<file path="src/rtl/mem_arbiter.sv">
`default_nettype none
// ============================================================================
//  Module   : mem_arbiter
//  Purpose  : Two-port round-robin arbiter in front of a single shared memory
//             port. Each transaction takes three cycles (IDLE -> ACCESS ->
//             RESP). The winner's command is latched on entry to ACCESS, so
//             requester inputs are ignored once a transaction has started.
//  Ports    :
//    clk                     single clock, rising edge
//    reset                   asynchronous, active-low reset
//    c_req/c_we/c_adr/c_wdata  core requester (port 0) command
//    c_rdata/c_ack           core read data / one-cycle completion pulse
//    d_req/d_we/d_adr/d_wdata  loader/debug requester (port 1) command
//    d_rdata/d_ack           loader read data / one-cycle completion pulse
//    MemWrite/Adr/WriteData  shared memory command (driven from latched regs)
//    ReadData                shared memory read data, sampled at end of ACCESS
//    busy                    high whenever a transaction is in progress
//  Revision : 1.0  initial release
// ============================================================================
module mem_arbiter #(
  parameter int AW = 32,
  parameter int DW = 32
) (
  input  logic          clk,
  input  logic          reset,
  // core requester (port 0)
  input  logic          c_req,
  input  logic          c_we,
  input  logic [AW-1:0] c_adr,
  input  logic [DW-1:0] c_wdata,
  output logic [DW-1:0] c_rdata,
  output logic          c_ack,
  // loader/debug requester (port 1)
  input  logic          d_req,
  input  logic          d_we,
  input  logic [AW-1:0] d_adr,
  input  logic [DW-1:0] d_wdata,
  output logic [DW-1:0] d_rdata,
  output logic          d_ack,
  // shared memory port
  output logic          MemWrite,
  output logic [AW-1:0] Adr,
  output logic [DW-1:0] WriteData,
  input  logic [DW-1:0] ReadData,
  // status
  output logic          busy
);

  typedef enum logic [1:0] {
    IDLE   = 2'd0,
    ACCESS = 2'd1,
    RESP   = 2'd2
  } state_t;

  state_t        r_state;
  state_t        w_next;

  logic          r_gnt;       // 0 = core, 1 = loader
  logic          r_last_gnt;  // most recent winner, drives round-robin
  logic          r_we;
  logic [AW-1:0] r_adr;
  logic [DW-1:0] r_wdata;
  logic [DW-1:0] r_c_rdata;
  logic [DW-1:0] r_d_rdata;

  logic          w_winner;
  logic          w_start;

  // --------------------------------------------------------------------------
  // Winner selection: a lone requester wins outright; under contention the
  // port that did not win last time is chosen, which bounds any wait to one
  // intervening transaction.
  // --------------------------------------------------------------------------
  always_comb begin
    w_winner = 1'b0;
    if (c_req && d_req) begin
      w_winner = ~r_last_gnt;
    end else if (d_req) begin
      w_winner = 1'b1;
    end
  end

  // --------------------------------------------------------------------------
  // State register
  // --------------------------------------------------------------------------
  always_ff @(posedge clk or negedge reset) begin
    if (!reset) begin
      r_state <= IDLE;
    end else begin
      r_state <= w_next;
    end
  end

  // --------------------------------------------------------------------------
  // Next state and state-decoded outputs. MemWrite, the acks and busy are
  // decoded straight from the state register so that an asynchronous reset
  // drops them immediately rather than one edge later.
  // --------------------------------------------------------------------------
  always_comb begin
    w_next   = r_state;
    w_start  = 1'b0;
    MemWrite = 1'b0;
    c_ack    = 1'b0;
    d_ack    = 1'b0;
    busy     = 1'b1;
    case (r_state)
      IDLE: begin
        busy = 1'b0;
        if (c_req || d_req) begin
          w_next  = ACCESS;
          w_start = 1'b1;
        end
      end
      ACCESS: begin
        MemWrite = r_we;
        w_next   = RESP;
      end
      RESP: begin
        c_ack  = ~r_gnt;
        d_ack  = r_gnt;
        w_next = IDLE;
      end
      default: begin
        w_next = IDLE;
      end
    endcase
  end

  // --------------------------------------------------------------------------
  // Command latch and read-data capture
  // --------------------------------------------------------------------------
  always_ff @(posedge clk or negedge reset) begin
    if (!reset) begin
      r_gnt      <= 1'b0;
      r_last_gnt <= 1'b1;   // core wins the first contention after reset
      r_we       <= 1'b0;
      r_adr      <= '0;
      r_wdata    <= '0;
      r_c_rdata  <= '0;
      r_d_rdata  <= '0;
    end else begin
      if (w_start) begin
        r_gnt      <= w_winner;
        r_last_gnt <= w_winner;
        r_we       <= w_winner ? d_we    : c_we;
        r_adr      <= w_winner ? d_adr   : c_adr;
        r_wdata    <= w_winner ? d_wdata : c_wdata;
      end
      // ReadData is valid during ACCESS; capture it on the way into RESP.
      // Writes leave both read-data registers untouched.
      if ((r_state == ACCESS) && !r_we) begin
        if (r_gnt) begin
          r_d_rdata <= ReadData;
        end else begin
          r_c_rdata <= ReadData;
        end
      end
    end
  end

  // The memory command always comes from the latched copy, so Adr and
  // WriteData never follow requester inputs and hold between transactions.
  assign Adr       = r_adr;
  assign WriteData = r_wdata;
  assign c_rdata   = r_c_rdata;
  assign d_rdata   = r_d_rdata;

endmodule
`default_nettype wire
</file>
<file path="config.mk">
export PLATFORM = sky130hd
export DESIGN_NAME = mem_arbiter
export DESIGN_NICKNAME = d
export VERILOG_FILES = /design/src/rtl/mem_arbiter.sv
export SDC_FILE = /design/constraint.sdc
export NUM_CORES = 1
export LEC_CHECK = 0
export BUFFER_PORTS_ARGS = -buffer_cell sky130_fd_sc_hd__buf_4
export CORE_MARGIN = 4
export CORE_UTILIZATION = 43
export CTS_BUF_LIST = sky130_fd_sc_hd__clkbuf_4
export CTS_CLUSTER_DIAMETER = 120
export DETAILED_ROUTE_END_ITERATION = 16
export HOLD_SLACK_MARGIN = 0.02
export PLACE_DENSITY_LB_ADDON = 0.15
export SYNTH_ARGS = -nofsm -noshare
export SYNTH_HDL_FRONTEND = slang
export SYNTH_SLANG_ARGS = --single-unit
</file>
<file path="constraint.sdc">
create_clock -name clk -period 1.4 [get_ports clk]
set_clock_uncertainty 0.05 [all_clocks]
set_input_delay 0.14 -clock clk [delete_from_list [all_inputs] [get_ports clk]]
set_output_delay 0.14 -clock clk [all_outputs]
set_load 0.05 [all_outputs]
</file>
==> results.yml, run 1 <==
clocking:
  clock_path_buffers: 2
  cts_buffers: 17
  cts_sinks: 133
  root_buffer: "clkbuf_4"
  htree_levels: 4
floorplan:
  die_x_um: 125
  die_height_um: 125
  start_util: 0.440
  ios: 298
  fp-row-count: 42
synthesis:
  synth_compound_area_frac: 0.205
  synth-seq-cells: 133
  seq_area_frac_synth: 0.569
  synth.distinct_cells: 23
  synth_top_family_by_area: "compound AO/OA/AOI/OAI gates"
  synthAdderAreaFrac: 0
  synth-warning-count: 0
  yosys-mux-area-fraction: 0.127
  synthXorXnorAreaFrac: 0
  netlist_instances: 448
  syn-num-nets: 614
  synth-simple-area-share: 0.0562
  syn_avg_cell_area_um2: 13.1
  syn_area_um2: 5850
placement:
  place_area_um2: 8790
  dpl.hpwl_um: 13500
  place_congestion: 0.791
  place_ws_ns: -0.194
  port_buffers: 297
global_route:
  grt_remaining_overflow: 518
  grt_max_degree: 55
  antenna_found_initial: 15
  grt_use_total: 0.870
sta:
  worst_endpoint: "d_ack"
  worst-ep-kind: "primary output"
outcome:
  error: "[ERROR GRT-0232] Routing congestion too high. Check the congestion heatmap in the GUI."
  outcome: "aborted with a tool error"
  lastStage: "global routing (5_1_grt)"
-- metal layers --
metal	GRT usage	overflow
met1	0.838	4
met2	1.06	360
met3	0.689	3
met4	0.975	151
met5	0.114	0
-- cells in the mapped netlist (all sizes together) --
| cell | n | area (um2) |
|---|---|---|
| dfrtp | 132 | 3300 |
| mux2 | 66 | 743 |
| a211oi | 65 | 488 |
| a2bb2oi | 65 | 694 |
| nand2 | 65 | 244 |
| buf | 29 | 199 |
| clkbuf | 14 | 53.8 |
| and3b | 2 | 17.5 |
| nor2 | 2 | 15.0 |
| nor3b | 2 | 26.3 |
| a21bo | 1 | 10.0 |
| a21boi | 1 | 7.51 |
| and2 | 1 | 6.26 |
| dfstp | 1 | 26.3 |
| nor2b | 1 | 13.8 |
| or2 | 1 | 6.26 |
-- logic make-up after synthesis --
logic type,after synthesis
flops,133
simple gates,74
buf+inv,43
compound gates,132
mux,66
-- what timing repair did --
action	in CTS
hold buffers	164
endpoints found under the hold margin	262
buffers inserted	47
cloned	16
pin swaps	8
setup endpoints to repair	186
gates resized for setup	165
-- per-stage QoR --
step / std cells / hold slack [ns] / TNS, ns / utilization
after floorplan: 448 / -0.206 / -4.44 / -
after global placement: 905 / 0.0248 / -6.44 / 0.661
after detailed placement: 905 / 0.0286 / -12.44 / 0.661
after CTS: 1163 / 0.0614 / -42.87 / 0.924
==> inputs of run 2 (changes only) <==
--- a/config.mk
+++ b/config.mk
@@ -7,11 +7,8 @@
 export LEC_CHECK = 0
 export BUFFER_PORTS_ARGS = -buffer_cell sky130_fd_sc_hd__buf_4
 export CORE_MARGIN = 4
-export CORE_UTILIZATION = 43
-export CTS_BUF_LIST = sky130_fd_sc_hd__clkbuf_4
-export CTS_CLUSTER_DIAMETER = 120
+export CORE_UTILIZATION = 36
 export DETAILED_ROUTE_END_ITERATION = 16
-export HOLD_SLACK_MARGIN = 0.02
 export PLACE_DENSITY_LB_ADDON = 0.15
 export SYNTH_ARGS = -nofsm -noshare
 export SYNTH_HDL_FRONTEND = slang
==> constraint.sdc (replaced) <==
create_clock -name clk -period 1.8 [get_ports clk]
set_clock_uncertainty 0.05 [all_clocks]
set_input_delay 0.18 -clock clk [delete_from_list [all_inputs] [get_ports clk]]
set_output_delay 0.18 -clock clk [all_outputs]
set_load 0.05 [all_outputs]
==> results.yml, run 2 <==
outcome:
  outcome: "finished clean"
synthesis:
  synth.distinct_cells: 23
  syn_area_um2: 5850
  synth_top_family_by_area: "compound AO/OA/AOI/OAI gates"
  synthMostInstantiatedCell: "dfrtp_1"
  synth-simple-area-share: 0.0562
  yosys-mux-area-fraction: 0.127
  synth-seq-cells: 133
  syn-num-nets: 614
  netlist_instances: 448
  ys_top_cells_by_count: "dfrtp_1, a211oi_1, nand2_1, mux2_2, a2bb2oi_1"
  synthXorXnorAreaFrac: 0
  seq_area_frac_synth: 0.569
  async_flop_share: 1.00
  synth_compound_area_frac: 0.205
  yosys_most_used_dff: "dfrtp_1"
  syn_avg_cell_area_um2: 13.1
  synth_top_area_frac: 0.564
  synth_edf_count: 0
  yosys-top-cells-area: "dfrtp_1, mux2_2, a211oi_1"
  synth-warning-count: 0
  synthAdderAreaFrac: 0
  synth_area_leader_cell: "dfrtp_1"
floorplan:
  die_x_um: 136
  fp.coreArea_um2: 15900
  die_height_um: 136
  ios: 298
  start_util: 0.369
  die-area_um2: 18400
  fp-row-count: 46
route:
  dr.first_iter.drc_count: 235
  vias: 5600
  dr.pass1.iters: 4
  route.detailed.drc: 0
  wire_per_inst_um: 18.5
  via_per_inst: 5.10
  routed_wl_um: 20300
  ant_nets: 0
placement:
  dpl.hpwl_um: 13700
  place_area_um2: 8340
  dp_cells: 934
  place_congestion: 0.823
  port_buffers: 297
critical_path:
  crit_buf_inv: 2
  crit_chain: "or2_4, buf_12, buf_6"
  path_delay_family: "flip-flops"
  path_class: "reg2out"
  end_kind: "output pin"
  slowest_delay_ns: 0.41
  startpoint_type: "flip-flop"
  cp_max_fo: 33
  arrival_ns: 1.48
  crit_path_top_delay_cell: "dfrtp_1"
  critical_path_required_ns: 1.57
power_and_ir_drop:
  p_int_uw: 11200
  powerDensity_nw_per_um2: 2090
  swShare: 0.478
  p_comb_frac: 0.579
  p_switching_uw: 10300
  p_leak_uw: 0.00472
  peakVddDrop_mv: 1.67
  power_frac_clock: 0.164
  seq_power_share: 0.257
clocking:
  clock_path_buffers: 2
  cts.clk_slew.worst_paths_ns: 0.06
  htree_levels: 4
  cts_buffers: 17
  insertion_delay_ns: 0.41
  cts_sinks: 133
  root_buffer: "clkbuf_16"
  cts_tree: "built"
cells_and_area:
  final_cells: 1098
  area_growth_pct: 75.7
  drive_above_1_share: 0.492
  insertedDiodeCount: 0
  layout_commonest_cell: "buf_4"
  nets: 1035
  final_cell_mix: "buf_4, dfrtp_1, dlygate4sd3_1"
  fillers: 1209
  design_area_um2: 10300
sta:
  clock.fmax_ghz: 0.586
  worst_slew_pin_slew_ns: 0.434
  grt_setup_unrepaired: "no"
  finalCriticalPeriod_ns: 1.71
  fin_setup_tns_ns: 0
  fin_crit_sh: 0.948
  relSlewSlack: 0.710
  finalSetupViolCount: 0
  hold_viol: 0
  slew_viol_final: 0
global_route:
  grt_use_total: 0.220
  grt_pass1_vias: 6140
  antenna_found_initial: 0
  grt_remaining_overflow: 0
  grt_max_degree: 43
  grt_pass1_wl_um: 31800
worst_hold_path:
  hold_class: "in2reg"
run:
  max_cap_viol_count: 0
-- run 2: cell counts after synthesis --
Identical to the previous run, type by type.
-- run 2: metrics by stage --
stage	total power (uW)	hold WS, ns	setup slack [ns]	utilization
2_1_floorplan	14000	-0.166	0.105	-
3_3_place_gp	17600	0.0741	0.236	0.525
3_5_place_dp	17800	0.0833	0.148	0.525
4_1_cts	21600	0.000177	0.0392	0.647
5_1_grt	22400	0.0120	0.0316	0.648
6_report	21500	0.0164	0.0928	0.648
-- run 2: cell type report --
class                           count  area, um2  area share
Timing Repair Buffer              445       3780       0.367
Sequential cell                   133       3330       0.324
Multi-Input combinational cell    272       2300       0.223
Clock buffer                       20        467      0.0454
Tap cell                          216        270      0.0263
Clock inverter                     12        143      0.0139
-- run 2: final timing paths --
path,to,from,cells past startpoint,slack (ns)
max,busy,r_state[0],3,0.09
min,Adr[29],d_adr[29],3,0.02
max reg2reg,c_rdata[8],r_state[0],4,0.21
min reg2reg,d_rdata[28],d_rdata[28],1,0.44
max in group asynchronous,d_rdata[22],reset,3,0.83
min in group asynchronous,c_rdata[9],reset,2,0.23
-- run 2: repair_timing --
action                                  4_1_cts  5_1_grt
hold buffers                                132        0
resized for setup                             4        1
setup buffers                                 0        0
endpoints found under the setup margin        1        1
endpoints found under the hold margin       168        0
-- run 2: tightest hold or removal path, cell delays in order --
cell       delay (ns)
buf_4            0.08
a211oi_1         0.05
a2bb2oi_1        0.13
-- run 2: metal layers --
layer  vias up  routed length, um  global-route usage
met1      2782               7720               0.253
met2       255              10300               0.382
met5         -                  0                   0
met4         0                749               0.105
met3        58               1490              0.0579
li1       2505                  -                   -
-- run 2: cells by family (layout without fill, tap and decap cells) --
group	Yosys count	after routing
buffers and inverters	43	477
DFF	133	133
muxes	66	66
AOI/OAI and AO/OA	132	132
and+or+nand+nor	74	74
-- run 2: power groups by stage --
stage                     clock network, uW  logic (uW)  registers [uW]
after floorplan                           0        3500           10500
after global placement                    0       12100            5500
after detailed placement                  0       12300            5520
after CTS                              3590       12500            5520
after global routing                   3730       13000            5710
final                                  3530       12400            5540
No activity file was read; power rests on OpenSTA's default activity.
